$ cat src/rtl/frame_config_loader.sv
// -----------------------------------------------------------------------------
// frame_config_loader
//
// Deserialises a configuration bit stream into {address, data} frames and drives
// the shared latch-write bus of the I/O tile configuration memories. Each write
// is a setup / strobe / hold sequence, so the level-sensitive latches never see
// address or data move while enable is high.
//
// Parameters
//   ADDR_WIDTH    frame address width (also width of address output)
//   NUM_MEM       number of addressable latches, legal addresses 0..NUM_MEM-1
//   ENABLE_CYCLES enable strobe length in clocks (>= 1)
//   CNT_WIDTH     width of frame_count
//
// Ports
//   prog_clk     configuration clock, all state moves on its rising edge
//   pReset       asynchronous active-high reset
//   cfg_valid    cfg_bit is valid this cycle
//   cfg_bit      serial frame bit, address MSB first, data bit last
//   cfg_ready    loader accepts a bit this cycle
//   enable       latch write strobe
//   address      latch address (registered)
//   data_in      latch data (registered)
//   frame_done   one-cycle pulse while a frame's write sequence finishes
//   frame_count  frames completed incl. rejected ones, saturating
//   addr_err     sticky: some frame addressed a latch >= NUM_MEM
// -----------------------------------------------------------------------------
module frame_config_loader #(
    parameter int ADDR_WIDTH    = 4,
    parameter int NUM_MEM       = 16,
    parameter int ENABLE_CYCLES = 1,
    parameter int CNT_WIDTH     = 8
) (
    input  logic                  prog_clk,
    input  logic                  pReset,
    input  logic                  cfg_valid,
    input  logic                  cfg_bit,
    output logic                  cfg_ready,
    output logic                  enable,
    output logic [ADDR_WIDTH-1:0] address,
    output logic                  data_in,
    output logic                  frame_done,
    output logic [CNT_WIDTH-1:0]  frame_count,
    output logic                  addr_err
);

    localparam int FRAME_BITS = ADDR_WIDTH + 1;
    localparam int BIT_CNT_W  = $clog2(FRAME_BITS);
    localparam int STB_CNT_W  = (ENABLE_CYCLES > 1) ? $clog2(ENABLE_CYCLES) : 1;
    localparam int CMP_W      = ADDR_WIDTH + 1;

    localparam logic [BIT_CNT_W-1:0] LAST_BIT = BIT_CNT_W'(FRAME_BITS - 1);
    localparam logic [STB_CNT_W-1:0] LAST_STB = STB_CNT_W'(ENABLE_CYCLES - 1);
    // One extra bit so NUM_MEM == 2**ADDR_WIDTH is representable.
    localparam logic [CMP_W-1:0]     NUM_MEM_L = CMP_W'(NUM_MEM);

    typedef enum logic [1:0] {
        ST_SHIFT,
        ST_SETUP,
        ST_STROBE,
        ST_HOLD
    } state_t;

    state_t                  state_reg, state_next;
    logic [BIT_CNT_W-1:0]    bit_cnt_reg;
    logic [ADDR_WIDTH-1:0]   shreg_reg;
    logic [STB_CNT_W-1:0]    stb_cnt_reg;
    logic                    cfg_ready_reg;
    logic                    enable_reg;
    logic                    frame_done_reg;
    logic [ADDR_WIDTH-1:0]   address_reg;
    logic                    data_in_reg;
    logic [CNT_WIDTH-1:0]    frame_count_reg;
    logic                    addr_err_reg;

    logic accept;
    logic last_bit;
    logic in_range;

    // cfg_ready_reg is high exactly in SHIFT, so it doubles as the accept gate.
    assign accept   = cfg_valid && cfg_ready_reg;
    assign last_bit = accept && (bit_cnt_reg == LAST_BIT);
    assign in_range = {1'b0, address_reg} < NUM_MEM_L;

    // State register
    always_ff @(posedge prog_clk or posedge pReset) begin
        if (pReset) begin
            state_reg <= ST_SHIFT;
        end else begin
            state_reg <= state_next;
        end
    end

    // Next-state logic
    always_comb begin
        state_next = state_reg;
        case (state_reg)
            ST_SHIFT:  if (last_bit) state_next = ST_SETUP;
            ST_SETUP:  state_next = in_range ? ST_STROBE : ST_HOLD;
            ST_STROBE: if (stb_cnt_reg == LAST_STB) state_next = ST_HOLD;
            ST_HOLD:   state_next = ST_SHIFT;
            default:   state_next = ST_SHIFT;
        endcase
    end

    // Datapath and registered outputs. Bus outputs are decoded from the next
    // state so they are flops, not decodes of the state register.
    always_ff @(posedge prog_clk or posedge pReset) begin
        if (pReset) begin
            bit_cnt_reg     <= '0;
            shreg_reg       <= '0;
            stb_cnt_reg     <= '0;
            cfg_ready_reg   <= 1'b1;
            enable_reg      <= 1'b0;
            frame_done_reg  <= 1'b0;
            address_reg     <= '0;
            data_in_reg     <= 1'b0;
            frame_count_reg <= '0;
            addr_err_reg    <= 1'b0;
        end else begin
            cfg_ready_reg  <= (state_next == ST_SHIFT);
            enable_reg     <= (state_next == ST_STROBE);
            frame_done_reg <= (state_next == ST_HOLD);

            if (accept) begin
                shreg_reg <= (shreg_reg << 1) | ADDR_WIDTH'(cfg_bit);
                if (last_bit) begin
                    // shreg already holds the full address; this bit is data.
                    bit_cnt_reg <= '0;
                    address_reg <= shreg_reg;
                    data_in_reg <= cfg_bit;
                end else begin
                    bit_cnt_reg <= bit_cnt_reg + 1'b1;
                end
            end

            if (state_reg == ST_STROBE && stb_cnt_reg != LAST_STB) begin
                stb_cnt_reg <= stb_cnt_reg + 1'b1;
            end else begin
                stb_cnt_reg <= '0;
            end

            if (state_reg == ST_SETUP && !in_range) begin
                addr_err_reg <= 1'b1;
            end

            if (state_reg == ST_HOLD && frame_count_reg != '1) begin
                frame_count_reg <= frame_count_reg + 1'b1;
            end
        end
    end

    assign cfg_ready   = cfg_ready_reg;
    assign enable      = enable_reg;
    assign address     = address_reg;
    assign data_in     = data_in_reg;
    assign frame_done  = frame_done_reg;
    assign frame_count = frame_count_reg;
    assign addr_err    = addr_err_reg;

endmodule

$ cat config.mk
export PLATFORM = sky130hd
export DESIGN_NAME = frame_config_loader
export DESIGN_NICKNAME = d
export VERILOG_FILES = /design/src/rtl/frame_config_loader.sv
export SDC_FILE = /design/constraint.sdc
export NUM_CORES = 1
export LEC_CHECK = 0
export CORE_UTILIZATION = 45
export DETAILED_ROUTE_END_ITERATION = 12
export PLACE_DENSITY = 0.7
export SYNTH_ARGS = -nofsm -noshare
export SYNTH_HDL_FRONTEND = slang
export SYNTH_SLANG_ARGS = --single-unit
$ cat constraint.sdc
create_clock -name prog_clk -period 2.5 [get_ports prog_clk]
set_clock_uncertainty 0.05 [all_clocks]
set_input_delay 0.5 -clock prog_clk [delete_from_list [all_inputs] [get_ports prog_clk]]
set_output_delay 0.5 -clock prog_clk [all_outputs]
set_load 0.05 [all_outputs]
[Yosys cells after proc, flatten, opt, wreduce, memory -nomap -nowiden]
Index checks and enable logic that the tools add are counted.
Cells by class
  equality and inequality tests: 7
  muxes and demuxes: 5
  bitwise gates (word level): 1
  add/sub/neg operators: 3
  reductions and logical operators: 7
Operators with widths (number)
  adder 8 x 1 -> 8 bit (second input constant): 1
  == test 2 bit (second input constant): 4
  inequality test 8 bit (second input constant): 1
  case mux 2 bit (4 select lines): 1
  logical AND 1 bit: 4
  zero test 2 bit: 2
  two-way mux 2 bit: 2
  OR 4 x 1 -> 4 bit: 1
  adder 3 x 1 -> 3 bit (second input constant): 1
  == test 3 bit (second input constant): 1
  two-way mux 3 bit: 1
  == test 2 x 1 -> 1 bit (second input constant): 1
  AND reduction 2 bit: 1
  adder 1 bit (second input constant): 1
  two-way mux 1 bit: 1
Storage, ports and cells
  register bits: 26
  output and inout bits: 17

[Longest topological paths before layout]
Gate-level depths: netlist of run 1.
  depth after elaboration: 5
  gate-level depth with buffers: 5
  mapped depth without buffers: 5

[Least setup slack after synthesis of run 1]
No wires, ideal clock.
  path type: register to register
  from: register frame_count_reg[0] (netlist: frame_count[0])
  to: register frame_count_reg[1] (netlist: frame_count[1])
  library setup time: 125 ps
  arrival time: 1605 ps
  period minus slack after synthesis: 1780 ps
  required time: 2325 ps
  slack: 720 ps
  cell stages (with the launch flop): 5
  cell sequence: dfrtp_1 > ha_1 > nand2_1 > o21ai_2 > mux2_2
Between the ends
  longest elaborated chain between the ends: 2
  elaborated cells between the ends (all ways): 3
  those cells by class: add/sub (1); eq/ne (1); reduce/logical (1)
Ends and longest elaborated chain
  from (decl): line 73  | logic [CNT_WIDTH-1:0] frame_count_reg;
  from (signal assigned): line 148  | frame_count_reg <= frame_count_reg + 1'b1;
  branches (longest 2 deep; another with adder 8 x 1 -> 8 bit)
Several ways; the timed one is not identified.
A chain may end at the register's enable or synchronous reset.

[Final worst setup path of run 1]
  from: register cfg_ready_reg (netlist: cfg_ready)
  to: output port cfg_ready
RTL lines
  from (decl): line 68  | logic cfg_ready_reg;
  from (signal assigned): line 121  | cfg_ready_reg <= (state_next == ST_SHIFT);
  to (decl): line 38  | output logic cfg_ready,
No word-level cell between the ends.

==> reports/qor_table.md, run 1 <==
| Quantity | This run |
| --- | --- |
| Setup violation total in the final timing report | 0 |
| Iteration-0 DRC count of the detailed router | 4 |
| Number of iterations in the first detailed-routing pass | 2 |
| Detailed-route wire length on metal 1 | 756 um |
| Number of warnings issued by yosys | 0 |
| Met3 WL | 89 um |
| Slack of the worst reg-to-reg path | 0.91 ns |
| Critical path type | reg2out |
| Number of CTS-inserted buffers | 3 |
| Outcome | finished clean |
| Number of antenna-violating nets in the routed design | 0 |
| Global route overflow | 0 |
| Worst Hold Depth | 1 |
| TritonCTS clock tree | yes |
| Max-slew headroom at the worst pin | 60.1% |
| Layout filler cell count | 187 |
| Top sig layer | met4 |
| Top Ports | 21 |
| Routed wire length | 1.76 mm |
| Startpoint kind of the worst setup timing path | flop |
| Post-synthesis sequential element count | 26 |
| Number of flops mapped to enable cells by yosys | 0 |
| Max reg flops | 8 |
| Count of buffer and inverter cells on the critical path | 1 |
| Arr. time, crit path | 1.71 ns |
| DIE AREA | 2700 um^2 |
| Final setup margin | 0.236 ns |
| Area delta synth->final | 25.3% |
| Most numerous cell in the Yosys netlist | dfrtp_1 |
| Starting density of the core | 49.4% |
| CP endpoint kind | primary output |
| Count of endpoints failing hold in the final timing report | 0 |
| Core occupancy in the finished layout | 61.8% |
| Port Buffers | 19 |
| Number of placement rows | 17 |
| Cells along the critical path | clkdlybuf4s50_1 |
| Number of different library cells in the post-synthesis netlist | 24 |
| Largest delay share family, worst path | buffers and inverters |
| Cells after Synth | 91 |
| Maximum buffer depth of the clock tree | 2 |
| Setup total negative slack | 0 ns |
| Min Clock Period, post-route | 2.26 ns |
| Die height | 52.0 um |
| Worst Hold Margin | 0.426 ns |
| Final Max Tran Viols | 0 |
| Measured slew at the worst slew-check pin | 0.598 ns |
| Clock slew at reported path FFs | 0.14 ns |
| Power per cell area | 1270 nW/um^2 |
| Max rail drop VDD | 0.781 mV |
| Std-Cell Core Area | 2280 um^2 |
| Largest net degree at the start of global routing | 18 |
| Async SR Flop Fraction | 100% |
| Maximum fanout count along the critical path | 5 |
| Largest cells by area after synthesis | dfrtp_1, mux2_2, ha_1 |
| HPWL after detailed placement | 1.26 mm |
| Met2 routed wirelength | 902 um |
| First-pass GRT wire length | 2.97 mm |
| GRT Resource Usage Total | 15.1% |
| Hold Crit Start | stb_cnt_reg |
| Placer's final routability congestion estimate | 0.713 |
| Worst slack after detailed placement | 0.499 ns |
| Post-Syn Area per Cell | 12.3 um^2 |
| Capture instance of the worst register-to-register path | state_reg[0] |
| Number of antenna violations at the first check in global routing | 0 |
| Post-route clock period utilization | 90.6% |
| Vias in the first global route | 706 |
| Hold-fix buffers, CTS | 0 |
| Max-cap viol count | 0 |
| Cell at the slowest stage of the critical path | clkdlybuf4s50_1 |
| Worst hold endpoint | frame_done |
| Post-cts repair resize count | 0 |
| Detailed-route vias per instance | 5.20 |
| Number of cell instances on the worst register-to-register path | 5 |
| DR DRC count | 0 |
| Synth top area share | 55.7% |
| Share of final-layout standard cells stronger than drive strength 1 | 22.6% |
| Routed len/inst | 12.3 um |
| Clk Latency, worst-skew pair | 0.32 ns |
| Required time of the critical path | 1.95 ns |
| Portion of the post-synthesis area used by sequential elements | 58.0% |
| Routed vias | 743 |
| Chip Width | 52.0 um |
| Register Area | 652 um^2 |
| Diodes inserted | 0 |
| Main synth FF type | dfrtp_1 |
| Largest area contributor in the netlist | dfrtp_1 |
| NumNets Final | 123 |
| Startpoint of the worst register-to-register path | bit_cnt_reg[0] |
| List of most frequent post-synthesis cells | dfrtp_1, mux2_2, nand2_1 |
| Number of cells in the finished layout apart from fillers | 143 |
| CTS root buffer | clkbuf_4 |
| Synthesized area | 1120 um^2 |
| CTS H-tree depth | 1 |
| Leakage power figure | 0.000618 uW |
| Clock Sinks | 26 |
| RSZ-0062 raised after global routing | false |
| Area used by multi-input combinational logic | 448 um^2 |
| Total placed cells including tap cells | 139 |
| Maximum achievable frequency | 0.442 GHz |
| Max stage delay on crit path | 0.80 ns |
| Path type of the worst min-delay path | reg2reg |
| Setup Buffers After CTS | 0 |
[cells in the final DEF (no fill, tap or decap)]
master / n
nand4_1: 1
bufinv_16: 1
nand3_1: 5
nand2b_1: 1
conb_1: 2
and2_4: 1
nand4_4: 1
dfstp_2: 1
buf_4: 2
clkbuf_4: 3
and3_1: 1
mux2_2: 15
nor3b_1: 1
inv_1: 4
o21ai_2: 1
o21bai_1: 1
o21ai_0: 5
xor2_1: 1
nand2_1: 10
nor2_1: 5
nor3_2: 1
dfrtp_1: 25
ha_1: 3
clkdlybuf4s50_1: 19
a21oi_1: 2
xnor2_1: 3
[metal layers]
layer | global-route usage (%) | up-vias
met5 | 0 | -
met4 | 2.70 | 0
met3 | 6.43 | 2
met2 | 26.9 | 16
met1 | 16.7 | 371
li1 | - | 354
[report_power, final]
part	switching [uW]	internal (uW)	total, uW	leakage [uW]
Clock	126	162	288	0.0000279
Combinational	465	310	775	0.000264
Sequential	143	584	727	0.000326
Total	733	1060	1790	0.000618
[through the flow]
| stage | cell area (um^2) | power [uW] |
|---|---|---|
| after floorplan | 1130 | 1280 |
| after CTS | 1410 | 1800 |
| after global routing | 1410 | 1890 |
| after global placement | 1360 | 1500 |
| after detailed placement | 1360 | 1520 |
| final | 1410 | 1790 |
[how the worst max path moves through the flow]
stage | start | to | cells past startpoint
6_report | cfg_ready | cfg_ready | 1
5_1_grt | cfg_ready | cfg_ready | 1
4_1_cts | cfg_ready | cfg_ready | 1
3_5_place_dp | cfg_valid | state_reg[0] | 4
3_3_place_gp | cfg_valid | state_reg[0] | 4
2_1_floorplan | frame_count[0] | frame_count[1] | 4
[cell families after synthesis]
family	count (synthesis)	synth area share, %
AOI/OAI and AO/OA	9	4.57
xor gates and xnor gates	4	3.12
adders and majority gates	3	3.34
buffers and inverters	6	2.45
DFF	26	58.0
muxes	15	15.0
other	1	0.334
and+or+nand+nor	27	13.1
[area by class of cell]
cell class	count	share of cell area [%]
well taps	28	2.49
clock buffers	3	1.60
inverters	4	1.07
multi-input cells	60	31.8
flip-flops and latches	26	46.3
repair buffers	21	14.6
clock inverters	1	2.13
Note: power is estimated with default switching activity, not from simulation.
==> run 2: changes to the inputs <==
Settings changed: CELL_PAD_IN_SITES_DETAIL_PLACEMENT set to 0, CELL_PAD_IN_SITES_GLOBAL_PLACEMENT set to 1, CORE_UTILIZATION 45 to 43, PLACE_DENSITY 0.7 to 0.88.
==> run 2 against run 1 <==
  * Combinational power up 2%
  * Via count down 3.0%
  * Die area up 4.5%
  * Register-to-register slack about the same
  * Critical path type unchanged
  * Largest power group unchanged
  * Critical path depth unchanged
==> reports/qor_table.md, run 2 (synthesis gave the netlist of run 1 again) <==
| Quantity | This run | Change |
| --- | --- | --- |
| CP endpoint kind | primary output |  |
| Worst Hold Margin | 0.420 ns | -0.00579 ns |
| Detailed-route vias per instance | 5.01 | -3.6% |
| DR DRC count | 0 | unchanged |
| Worst slack after detailed placement | 0.515 ns | +0.0155 ns |
| Hold Crit Start | stb_cnt_reg |  |
| Leakage power figure | 0.000606 uW | -1.9% |
| Number of placement rows | 18 | +1 |
| Std-Cell Core Area | 2480 um^2 | +8.9% |
| Required time of the critical path | 1.95 ns | about the same |
| HPWL after detailed placement | 1.32 mm | +4.2% |
| First-pass GRT wire length | 3.06 mm | +3.0% |
| Post-route clock period utilization | 89.6% | -0.98 points |
| GRT Resource Usage Total | 15.0% | -0.18 points |
| Starting density of the core | 45.4% | -4.0 points |
| Layout filler cell count | 221 | +18% |
| Highest-count cells in the layout ignoring fill and taps | dfrtp_1, clkdlybuf4s50_1, mux2_2, nand2_1 |  |
| Vias in the first global route | 715 | +1.3% |
| Max reg flops | 8 | unchanged |
| Max rail drop VDD | 0.759 mV | -2.7% |
| Post-cts repair resize count | 0 | unchanged |
| Area delta synth->final | 23.4% |  |
| Die height | 53.1 um | +2.2% |
| Routed len/inst | 12.2 um | -0.53% |
| Cells along the critical path | clkdlybuf4s50_1 |  |
| Hold-fix buffers, CTS | 0 | unchanged |
| Setup violation total in the final timing report | 0 | unchanged |
| CTS root buffer | clkbuf_4 |  |
| Largest net degree at the start of global routing | 27 | +9 |
| Total placed cells including tap cells | 140 | +0.72% |
| Max-cap viol count | 0 | unchanged |
| Final setup margin | 0.260 ns | +0.0245 ns |
| Number of cell instances on the worst register-to-register path | 5 | unchanged |
| Cell at the slowest stage of the critical path | clkdlybuf4s50_1 |  |
| Number of antenna violations at the first check in global routing | 0 | unchanged |
| Chip Width | 53.1 um | +2.2% |
| Clock slew at reported path FFs | 0.13 ns | about the same |
| Power per cell area | 1240 nW/um^2 | -2.6% |
| Top Ports | 21 | unchanged |
| Global route overflow | 0 | unchanged |
| Max-slew headroom at the worst pin | 66.7% | +6.6 points |
| Clock Sinks | 26 | unchanged |
| Outcome | finished clean |  |
| TritonCTS clock tree | yes |  |
| Port Buffers | 19 | unchanged |
| Number of antenna-violating nets in the routed design | 0 | unchanged |
| Worst hold endpoint | frame_done |  |
| Number of cells in the finished layout apart from fillers | 144 | +0.70% |
| Capture instance of the worst register-to-register path | state_reg[0] |  |
| Critical path type | reg2out |  |
| DIE AREA | 2820 um^2 | +4.5% |
| Setup Buffers After CTS | 0 | unchanged |
| Number of CTS-inserted buffers | 3 | unchanged |
| Min Clock Period, post-route | 2.24 ns | -0.0245 ns |
| Worst Hold Depth | 1 | unchanged |
| RSZ-0062 raised after global routing | false |  |
| Maximum fanout count along the critical path | 5 | unchanged |
| Diodes inserted | 0 | unchanged |
| Routed wire length | 1.76 mm | +0.17% |
| Maximum buffer depth of the clock tree | 2 | unchanged |
| Iteration-0 DRC count of the detailed router | 11 | +7 |
| CTS H-tree depth | 1 | unchanged |
| Count of buffer and inverter cells on the critical path | 1 | unchanged |
| Slack of the worst reg-to-reg path | 0.90 ns | about the same |
| Placer's final routability congestion estimate | 0.715 | +0.28% |
| Largest delay share family, worst path | buffers and inverters |  |
| Maximum achievable frequency | 0.447 GHz | +1.1% |
| Share of final-layout standard cells stronger than drive strength 1 | 21.9% | -0.68 points |
| Path type of the worst min-delay path | reg2reg |  |
| Final Max Tran Viols | 0 | unchanged |
| Most frequent standard cell in the layout excluding fill and tap cells | dfrtp_1 |  |
| Measured slew at the worst slew-check pin | 0.498 ns | -0.100 ns |
| Count of endpoints failing hold in the final timing report | 0 | unchanged |
| NumNets Final | 122 | -0.81% |
| Setup total negative slack | 0 ns | unchanged |
| Number of iterations in the first detailed-routing pass | 4 | +2 |
| Max stage delay on crit path | 0.80 ns | about the same |
| Startpoint kind of the worst setup timing path | flop |  |
| Routed vias | 721 | -3.0% |
| Arr. time, crit path | 1.69 ns | -0.02 ns |
| Clk Latency, worst-skew pair | 0.30 ns | -0.02 ns |
| Startpoint of the worst register-to-register path | bit_cnt_reg[0] |  |
| Overall Power | 1720 uW | -4.1% |
-- run 2: per-layer routing --
metal / track usage, % / share of wire (%) / up-vias
met2: 25.5 / 50 / 16
li1: - / - / 355
met1: 20.0 / 47 / 350
met3: 2.59 / 2.9 / 0
met4: 2.63 / 0 / 0
met5: 0 / 0 / -
-- run 2: worst max path at each step --
stage / from / end / slack [ns] / cells after the start
finish: cfg_ready / cfg_ready / 0.26 / 1
global route: cfg_ready / cfg_ready / 0.20 / 1
CTS: cfg_ready / cfg_ready / 0.25 / 1
detailed placement: cfg_valid / state_reg[0] / 0.51 / 4
global placement: cfg_valid / state_reg[0] / 0.57 / 4
floorplan: frame_count[0] / frame_count[1] / 0.72 / 4
-- run 2: per-stage QoR --
| stage | instance area (um^2) | utilization (%) |
|---|---|---|
| 2_1_floorplan | 1130 | - |
| 3_3_place_gp | 1350 | 54.5 |
| 6_report | 1390 | 56.0 |
| 4_1_cts | 1390 | 56.0 |
| 5_1_grt | 1390 | 56.0 |
| 3_5_place_dp | 1350 | 54.5 |
-- run 2: layout make-up --
class / instances / area (um^2) / area share (%)
Clock buffer: 4 / 36.3 / 2.62
Inverter: 4 / 15.0 / 1.08
Multi-Input combinational cell: 60 / 448 / 32.3
Sequential cell: 26 / 652 / 47.0
Tap cell: 30 / 37.5 / 2.71
Timing Repair Buffer: 20 / 198 / 14.3
-- run 2: power breakdown --
part	switching [uW]	internal (uW)
logic	476	312
registers	143	584
clock network	113	88.8
==> run 3: changes to the inputs <==
Settings changed: GPL_TIMING_DRIVEN set to 0.
==> run 3 against run 2 <==
  * Via count rose by 2.2%
  * Final area decreased by 0.36%
  * Sequential share of layout area up 0.17 points
  * Non-clock buffer count up 1
  * Routed wire length shrank 0.85%
  * Cell count up 0.69%
  * Die area stayed put
  * First-iteration DRC count fell by 36%
  * Largest cell class unchanged
  * Sequential power shrank 2%
  * Count of clock-buffer cells in the layout unchanged
  * Clock power shrank 11%
  * Fmax decreased by 0.39%
==> reports/qor_table.md, run 3 (synthesis gave the netlist of run 1 again) <==
| Quantity | This run | Change |
| --- | --- | --- |
| Max-slew headroom at the worst pin | 36.0% | -31 points |
| Chip Width | 53.1 um | unchanged |
| Max-cap viol count | 0 | unchanged |
| Cells along the critical path | clkdlybuf4s50_1 |  |
| Clock slew at reported path FFs | 0.12 ns | about the same |
| Diodes inserted | 0 | unchanged |
| Min Clock Period, post-route | 2.25 ns | +0.00880 ns |
| Slack of the worst reg-to-reg path | 0.89 ns | about the same |
| Worst slack after detailed placement | 0.507 ns | -0.00782 ns |
| Measured slew at the worst slew-check pin | 0.960 ns | +0.462 ns |
| Clk Latency, worst-skew pair | 0.32 ns | +0.02 ns |
| DIE AREA | 2820 um^2 | unchanged |
| Startpoint kind of the worst setup timing path | flop |  |
| RSZ-0062 raised after global routing | false |  |
| Std-Cell Core Area | 2480 um^2 | unchanged |
| Count of endpoints failing hold in the final timing report | 0 | unchanged |
| DR DRC count | 0 | unchanged |
| Starting density of the core | 45.4% | unchanged |
| Placed Instance Area | 1360 um^2 | +0.37% |
| Max rail drop VDD | 0.805 mV | +6.0% |
| Leakage power figure | 0.000605 uW | -0.23% |
| Routed vias | 737 | +2.2% |
| Vias in the first global route | 742 | +3.8% |
| Iteration-0 DRC count of the detailed router | 7 | -4 |
| Final cell area excluding filler cells | 1380 um^2 | -0.36% |
| Area delta synth->final | 22.9% |  |
| Detailed-route vias per instance | 5.08 | +1.5% |
| Required time of the critical path | 1.95 ns | about the same |
| CTS root buffer | clkbuf_4 |  |
| Clock Sinks | 26 | unchanged |
| Final setup margin | 0.252 ns | -0.00880 ns |
| HPWL after detailed placement | 1.26 mm | -4.7% |
| NumNets Final | 123 | +0.82% |
| Largest net degree at the start of global routing | 27 | unchanged |
| CTS H-tree depth | 1 | unchanged |
| Arr. time, crit path | 1.70 ns | about the same |
| Share of final-layout standard cells stronger than drive strength 1 | 21.7% | -0.19 points |
| Critical path type | reg2out |  |
| Post-route clock period utilization | 89.9% | +0.35 points |
| Routed len/inst | 12.1 um | -1.5% |
| GRT Resource Usage Total | 15.2% | +0.25 points |
| Setup total negative slack | 0 ns | unchanged |
| First-pass GRT wire length | 3.08 mm | +0.92% |
| Outcome | finished clean |  |
| Setup Buffers After CTS | 0 | unchanged |
| CP endpoint kind | primary output |  |
| Maximum fanout count along the critical path | 5 | unchanged |
| Core occupancy in the finished layout | 55.8% | -0.20 points |
| Number of antenna-violating nets in the routed design | 0 | unchanged |
| Highest-count cells in the layout ignoring fill and taps | dfrtp_1, clkdlybuf4s50_1, mux2_2, nand2_1 |  |
| Maximum achievable frequency | 0.445 GHz | -0.39% |
| Setup violation total in the final timing report | 0 | unchanged |
| Top Ports | 21 | unchanged |
| Port Buffers | 19 | unchanged |
| Largest delay share family, worst path | buffers and inverters |  |
| Number of iterations in the first detailed-routing pass | 4 | unchanged |
| Number of CTS-inserted buffers | 3 | unchanged |
| Overall Power | 1690 uW | -1.4% |
| Number of placement rows | 18 | unchanged |
| Most frequent standard cell in the layout excluding fill and tap cells | dfrtp_1 |  |
| Number of antenna violations at the first check in global routing | 0 | unchanged |
| TritonCTS clock tree | yes |  |
| Global route overflow | 0 | unchanged |
| Max stage delay on crit path | 0.81 ns | about the same |
| Placer's final routability congestion estimate | 0.695 | -2.8% |
| Cell at the slowest stage of the critical path | clkdlybuf4s50_1 |  |
| Hold-fix buffers, CTS | 0 | unchanged |
| Path type of the worst min-delay path | reg2reg |  |
| Max reg flops | 8 | unchanged |
| Routed wire length | 1.75 mm | -0.85% |
| Die height | 53.1 um | unchanged |
| Power per cell area | 1230 nW/um^2 | -1.0% |
| Count of buffer and inverter cells on the critical path | 1 | unchanged |
| Maximum buffer depth of the clock tree | 2 | unchanged |
| Post-cts repair resize count | 0 | unchanged |
| Final Max Tran Viols | 0 | unchanged |
-- run 3: cell types whose count changed in the layout (fill, tap and decap cells not counted), sizes merged --
cell,delta
buf,+1
-- run 3: power breakdown --
group          leakage [uW]  switching, uW  internal [uW]
combinational      0.000264            486            317
clock             0.0000150            117           62.3
sequential         0.000326            126            584
-- run 3: final timing paths --
kind	startpoint	to	cells after the start
worst max-delay path	cfg_ready	cfg_ready	1
worst min-delay path	stb_cnt_reg	frame_done	1
worst max register to register	bit_cnt_reg[0]	state_reg[0]	5
worst min register to register	stb_cnt_reg	frame_done	1
max in group asynchronous	pReset	frame_done	2
min in group asynchronous	pReset	address[3]	2
-- run 3: area by class of cell --
cell class	instances	area, um^2
fillers	221	1100
flip-flops and latches	26	652
multi-input cells	60	448
repair buffers	19	190
well taps	30	37.5
clock buffers	4	26.3
inverters	4	15.0
plain buffers	2	12.5
-- run 3: per-layer routing --
layer  up-vias  track usage (%)  part of all wire [%]
met1       363             19.4                    48
met4         0             6.58                     0
met3         0             3.45                   4.7
li1        356                -                     -
met2        18             24.5                    47
met5         -                0                     0
-- run 3: per-stage QoR --
step           cells  hold slack [ns]
6_report         145            0.416
5_1_grt          145            0.445
4_1_cts          145            0.426
3_5_place_dp     141            0.407
3_3_place_gp     141            0.391
2_1_floorplan     92            0.375
